--- config.mk ---
export PLATFORM = sky130hd
export DESIGN_NAME = mem_copy_engine
export DESIGN_NICKNAME = d
export VERILOG_FILES = /design/src/rtl/mem_copy_engine.sv
export SDC_FILE = /design/constraint.sdc
export NUM_CORES = 1
export LEC_CHECK = 0
export CAP_MARGIN = 30
export CORE_MARGIN = 1.5
export CORE_UTILIZATION = 49
export CTS_CLUSTER_SIZE = 30
export DETAILED_ROUTE_END_ITERATION = 8
export HOLD_SLACK_MARGIN = 0.03
export PLACE_DENSITY = 0.81
export SLEW_MARGIN = 40
export SYNTH_ARGS = -nofsm -noshare
export SYNTH_HDL_FRONTEND = slang
export SYNTH_SLANG_ARGS = --single-unit
--- constraint.sdc ---
create_clock -name clk -period 2.1 [get_ports clk]
set_input_delay 0.42 -clock clk [delete_from_list [all_inputs] [get_ports clk]]
set_output_delay 0.42 -clock clk [all_outputs]
set_load 0.05 [all_outputs]
--- src/rtl/mem_copy_engine.sv ---
// Block-move/fill initiator driving a single-port data memory, one read or write per cycle.
// Fill mode is compiled in only when MEMCPY_FILL_EN is defined; otherwise every transfer copies.
module mem_copy_engine #(
    parameter int unsigned W = 8,
    parameter int unsigned A = 8
) (
    input  logic         clk,
    input  logic         rst_n,
    input  logic         start,
    input  logic [A-1:0] src_addr,
    input  logic [A-1:0] dst_addr,
    input  logic [A-1:0] length,
    input  logic         fill,
    input  logic [W-1:0] fill_value,
    input  logic [W-1:0] mem_data_in,
    output logic [A-1:0] mem_address,
    output logic         mem_write_en,
    output logic [W-1:0] mem_data_out,
    output logic         busy,
    output logic         done
);

    typedef enum logic [1:0] {
        StIdle,
        StRead,
        StWrite,
        StDone
    } state_e;

    state_e       state_q, state_d;
    logic [A-1:0] src_q, src_d;
    logic [A-1:0] dst_q, dst_d;
    logic [A-1:0] count_q, count_d;
    logic [W-1:0] hold_q, hold_d;
    logic         fill_q, fill_d;
    logic [W-1:0] fill_val_q, fill_val_d;

    logic         fill_eff;
    logic [W-1:0] fill_value_eff;

`ifdef MEMCPY_FILL_EN
    assign fill_eff       = fill;
    assign fill_value_eff = fill_value;
`else
    // Ports stay so the top-level wiring is identical in both builds.
    logic unused_fill;
    assign unused_fill    = ^{fill, fill_value};
    assign fill_eff       = 1'b0;
    assign fill_value_eff = '0;
`endif

    always_ff @(posedge clk or negedge rst_n) begin
        if (!rst_n) begin
            state_q    <= StIdle;
            src_q      <= '0;
            dst_q      <= '0;
            count_q    <= '0;
            hold_q     <= '0;
            fill_q     <= 1'b0;
            fill_val_q <= '0;
        end else begin
            state_q    <= state_d;
            src_q      <= src_d;
            dst_q      <= dst_d;
            count_q    <= count_d;
            hold_q     <= hold_d;
            fill_q     <= fill_d;
            fill_val_q <= fill_val_d;
        end
    end

    always_comb begin
        state_d    = state_q;
        src_d      = src_q;
        dst_d      = dst_q;
        count_d    = count_q;
        hold_d     = hold_q;
        fill_d     = fill_q;
        fill_val_d = fill_val_q;

        unique case (state_q)
            StIdle: begin
                if (start) begin
                    src_d      = src_addr;
                    dst_d      = dst_addr;
                    count_d    = length;
                    fill_d     = fill_eff;
                    fill_val_d = fill_value_eff;
                    if (length == '0) begin
                        state_d = StDone;
                    end else if (fill_eff) begin
                        state_d = StWrite;
                    end else begin
                        state_d = StRead;
                    end
                end
            end
            StRead: begin
                hold_d  = mem_data_in;
                src_d   = src_q + 1'b1;
                state_d = StWrite;
            end
            StWrite: begin
                dst_d   = dst_q + 1'b1;
                count_d = count_q - 1'b1;
                if (count_q == A'(1)) begin
                    state_d = StDone;
                end else if (fill_q) begin
                    state_d = StWrite;
                end else begin
                    state_d = StRead;
                end
            end
            StDone: begin
                state_d = StIdle;
            end
            default: begin
                state_d = StIdle;
            end
        endcase
    end

    // Outputs depend on registered state only, never on the request inputs.
    always_comb begin
        mem_address  = '0;
        mem_write_en = 1'b0;
        mem_data_out = '0;
        busy         = (state_q != StIdle);
        done         = 1'b0;

        unique case (state_q)
            StRead: begin
                mem_address = src_q;
            end
            StWrite: begin
                mem_address  = dst_q;
                mem_write_en = 1'b1;
                mem_data_out = fill_q ? fill_val_q : hold_q;
            end
            StDone: begin
                done = 1'b1;
            end
            default: begin
            end
        endcase
    end

endmodule

# Yosys cells after proc, flatten, opt, wreduce, memory -nomap -nowiden
# Index checks and enable logic that the tools add are counted.
# classes
n_eq_ne	5
addsub	3
reduce_logical	7
muxes	14
# op_table
op	count
$pmux 8 s2	4
$mux 8	4
$add 8x1->8 const B	2
$eq 8x1->1 const B	1
$logic_not 8->1	1
$pmux 2 s4	1
$sub 8x1->8 const B	1
$mux 2	3
$reduce_bool 2->1	3
$eq 2x2->1 const B	2
$reduce_and 2->1	2
$eq 2x1->1 const B	1
$logic_not 2->1	1
$mux 1	2
$ne 2x2->1 const B	1
# word_totals
input_bits	44
wordCells	34
out_inout_bits	19
reg_bits	34

# Depth between registers and ports, before layout
# depth
ltp_word	4
depth_mapped	8
mapped_depth_nobuf	6

# Least setup slack after synthesis
# Ideal clock, no wire load.
# synth_timing
kind	register to output
from	reg state_q[0]
to	out mem_address[7]
n_path_buf	2
stages_incl_launch_ff	7
required_time_ps	1680
t_arrival_ps	2680
slack_ps	-1000
cell_sequence	dfrtp_1 inv_1 ha_1 buf_4 buf_4 nand2_1 a21boi_0
# synth_between
elab_chain_len	2
elab_cells_between_ends	3
classes_between	eq/ne: 2; mux: 1
# synth_rtl
item	line	rtl
start: declaration	30	state_e state_q, state_d;
start signal: assignment	54	state_q <= StIdle;
start signal: assignment	62	state_q <= state_d;
$eq 2x2->1 or $eq 2x1->1 (tied branches)	131	unique case (state_q)
$pmux 8 s2 (*)	131	
end: declaration	16	output logic [A-1:0] mem_address,
# Every way passes the cells marked *; elsewhere a longest branch is shown, timed or not.

# Worst setup path after layout
# layout_timing
from	reg state_q[1]
to	out mem_address[1]
# The elaborated chain is that of the path after synthesis.

==> impl_summary.md <==
Synthesis
Summed over all instances, the cell type with the most area after synthesis is sky130_fd_sc_hd__dfrtp_1. Synthesis produced 270 cells. The number of warnings printed during yosys synthesis is 0. The most common cell in the synthesized netlist is sky130_fd_sc_hd__dfrtp_1. After synthesis, the most frequently instantiated cells are 34 x sky130_fd_sc_hd__dfrtp_1, 27 x sky130_fd_sc_hd__nand2_1, 21 x sky130_fd_sc_hd__nand3_1, 20 x sky130_fd_sc_hd__o21ai_0. Averaged over all synthesized cells, the footprint is roughly 8.7 um2. The dominant register cell in the synthesized netlist is sky130_fd_sc_hd__dfrtp_1.

After synthesis, flip-flops and latches occupy approximately 36% of the total area. The fraction of registers with async set/reset is 100%. Yosys attributes the largest share of cell area to sky130_fd_sc_hd__dfrtp_1 36%, sky130_fd_sc_hd__nand3_1 4.5%, sky130_fd_sc_hd__nand2_1 4.3%, sky130_fd_sc_hd__ha_1 4.3%, sky130_fd_sc_hd__o21ai_0 4.3%. Counting every net in the synthesized netlist gives around 320. The netlist area before placement is 2350 um2. The flip-flop and latch count after synthesis is 34. The area share of the largest cell type after synthesis is around 36%.

The number of library cell types mapped by synthesis is 49. Yosys mapped a number of flops with a built-in enable equal to 0.

Floorplan
The region available for standard cell placement spans around 4700 um2. The starting density of the core is approximately 50%. The full die area is 5230 um2.

For this design the top-level I/O count stands at 63. Measured along the y axis, the die boundary spans around 72 um. The number of core rows is 25. In this run the horizontal extent of the chip is 72.3 um.

CTS
TritonCTS built the clock tree. The number of clock sinks is 34. The maximum buffer depth of the clock tree is 2. In this run, CTS created clock tree buffers numbering 5. The buffer cell driving the clock tree root is sky130_fd_sc_hd__clkbuf_8. The register clock-pin slew on the reported worst setup and hold paths is about 0.070 ns.

CTS built an H-tree with a depth of 2. For the worst-skew pair, the clock arrives at the later sink with an insertion delay of approximately 0.29 ns. Buffers inserted to repair hold after CTS numbered 0.

GRT
For this run, the total global-route usage over all layers was measured as a little under a quarter. Entering global routing, the biggest net connects 35 pins. The total overflow reported by the global router is 0. The via count of the first global-routing pass is 2,089. The initial antenna violation count is 0. The global-route wire length before repair is between 9000 and 10,000 um.

Place
The post-placement worst setup slack is 0.119 ns. Buffers placed on the I/O ports in this run total 53. The detailed-placement wirelength estimate is 4150 um. The congestion estimate from routability-driven global placement came to approximately 0.9.

Route
The final layout contains routed wiring with a total length of between 6000 and 7000 um. After detailed routing, the number of remaining DRC violations is 0. The total vias in the final route is between 2,000 and 2,500. The count of TritonRoute iterations in the first routing pass is 4. The average wire length per cell after detail routing is 15.8 um. After the first detailed-routing iteration, the DRC count stood at 200. The count of antenna-violating nets left after detailed routing is 0. The via density per instance is approximately 5.9.

Worst setup path
At the worst endpoint, the arrival time is ~1.6 ns. The startpoint type of the worst setup path is a register. At the worst endpoint, the required time is around 1.7 ns. By startpoint and endpoint, the worst setup path is classified as reg -> out. The worst setup path is captured at a primary output. The worst reg-to-reg path cell count is 9. The largest driver fanout on the critical path is 8. The minimum setup slack among reg-to-reg paths is around 0.15 ns.

Pwr
Per report_power, the clock group accounts for about a tenth of the total. The worst-case IR drop observed on VDD is ~1.0 mV. The share of total power in combinational logic is 64.0%. The part of the power in registers is roughly a quarter. The switching power is about 2.4 mW. The switching power as a share of total power is around 45%. The cell area power density is about 1600 nW/um2. The internal power of the cells totals between 2 and 3 mW. The analysis attributes to cell leakage a power of 1.37 nW.

Timing
Setup total negative slack on the finished layout was measured at 0 ns. The setup skew after layout is roughly 0.0044 ns. The worst path in the final design needs a cycle of just over 2 ns, including I/O delays and setup. The final max-slew violation count is 0. The count of endpoints failing setup in the final report is 0. The minimum setup slack in the final design is 0.0620 ns. Setup repair after global routing left no endpoint under its margin.

Based on the critical path, the design can be clocked at up to between 400 and 500 MHz. For the pin with the worst max-slew slack, the measured transition is approximately 0.52 ns. The worst max-slew margin expressed relative to the limit is 64.8%. The portion of the clock cycle consumed by the worst path in the final layout is between 90% and 100%. The final number of hold-violating endpoints is 0.

Final layout
Once layout is complete, the utilization of the core stands at 72.6%. Cells with a size suffix above 1 make up between 20% and 30% of the layout. The number of antenna repair diodes is 0. The final layout contains approximately 380 nets. From synthesis to final layout, the design area changed by 43.9%.

Hold path
The class of the tightest hold or removal check is reg -> reg. The number of cells on the worst hold path is 1.

Status
The run finished with clean final reports.

Job
Across the run, the number of max-cap violations was 0.
-- metrics by stage --
stage	instances	hold slack [ns]	instance area, um2	power (mW)
5_1_grt	386	0.526	3390	5.75
3_3_place_gp	368	0.481	3160	4.47
3_5_place_dp	368	0.489	3160	4.57
4_1_cts	377	0.505	3270	5.13
2_1_floorplan	270	0.124	2410	3.55
6_report	386	0.502	3390	5.38
-- per-layer routing --
layer  wire length (um)  share of wire (%)  GRT usage [%]  vias to the layer above
li1                   -                  -              -                     1103
met1               2610                 43           30.9                     1062
met2               2990                 49           40.0                       82
met3                352                5.8           4.17                       16
met4                146                2.4           8.60                        0
met5                  0                  0              0                        -
-- power groups by stage --
stage,Sequential [mW],Clock [mW],Combinational (mW)
2_1_floorplan,1.20,0,2.35
3_3_place_gp,1.38,0,3.10
3_5_place_dp,1.40,0,3.17
4_1_cts,1.40,0.519,3.21
5_1_grt,1.49,0.553,3.71
6_report,1.43,0.514,3.44
-- layout make-up --
type | count | area, um2
Clock inverter | 1 | 5.00
Multi-Input combinational cell | 203 | 1430
Inverter | 11 | 43.8
Sequential cell | 34 | 853
Timing Repair Buffer | 76 | 896
Tap cell | 54 | 67.6
Clock buffer | 7 | 86.3
Fill cell | 348 | 1270
-- placed cells by master, fill, tap and decap left out, types with 4 or more instances in the layout --
cell                              instances
sky130_fd_sc_hd__a21oi_1                 13
sky130_fd_sc_hd__a22oi_1                  4
sky130_fd_sc_hd__and2_1                   7
sky130_fd_sc_hd__buf_12                  18
sky130_fd_sc_hd__buf_4                   20
sky130_fd_sc_hd__buf_6                    4
sky130_fd_sc_hd__clkbuf_8                 6
sky130_fd_sc_hd__clkdlybuf4s50_1         34
sky130_fd_sc_hd__dfrtp_1                 32
sky130_fd_sc_hd__ha_1                     5
sky130_fd_sc_hd__inv_1                    9
sky130_fd_sc_hd__mux2_2                   8
sky130_fd_sc_hd__mux2i_1                  9
sky130_fd_sc_hd__nand2_1                 27
sky130_fd_sc_hd__nand3_1                 21
sky130_fd_sc_hd__nor2_1                  13
sky130_fd_sc_hd__nor3_1                   9
sky130_fd_sc_hd__o21ai_0                 20
sky130_fd_sc_hd__o221ai_1                 4
sky130_fd_sc_hd__o22ai_1                  7
-- path summary, 6_finish.rpt --
kind,from,endpoint
min in group asynchronous,rst_n,hold_q[6]$_DFFE_PN0P_
worst max-delay path,state_q[1]$_DFFE_PN0P_,mem_address[1]
max in group asynchronous,rst_n,state_q[1]$_DFFE_PN0P_
worst min-delay path,hold_q[2]$_DFFE_PN0P_,hold_q[2]$_DFFE_PN0P_
worst max register to register,state_q[1]$_DFFE_PN0P_,dst_q[4]$_DFFE_PN0P_
worst min register to register,hold_q[2]$_DFFE_PN0P_,hold_q[2]$_DFFE_PN0P_
-- cell families (layout without fill, tap and decap cells) --
| logic type | after synthesis | count (layout) | share of synthesized area (%) |
|---|---|---|---|
| flip-flops | 34 | 34 | 36.2 |
| adder cells (fa/ha/maj) | 8 | 8 | 4.25 |
| multiplexers | 20 | 20 | 9.89 |
| AO/OA/AOI/OAI | 76 | 76 | 21.4 |
| AND/OR/NAND/NOR | 99 | 99 | 21.2 |
| buffers and inverters | 33 | 95 | 7.18 |
-- state kept, by name, indices dropped and copies added, names as in the netlist --
name / flops
count_q: 8
dst_q: 8
hold_q: 8
src_q: 8
state_q: 2
-- critical path, stage by stage (launching register included) --
cell and delay (ns):
sky130_fd_sc_hd__dfrtp_2 0.43, sky130_fd_sc_hd__inv_2 0.10, sky130_fd_sc_hd__ha_4 0.14, sky130_fd_sc_hd__buf_6 0.14, sky130_fd_sc_hd__buf_6 0.14, sky130_fd_sc_hd__a22oi_2 0.06, sky130_fd_sc_hd__nor2b_2 0.16, sky130_fd_sc_hd__buf_12 0.15
-- timing repair --
item	4_1_cts	5_1_grt
endpoints found under the setup margin	11	11
resized for setup	3	16
pin swaps	1	2
hold endpoints to repair	0	0
buffers inserted	1	9
(Power assumes the default switching activity.)
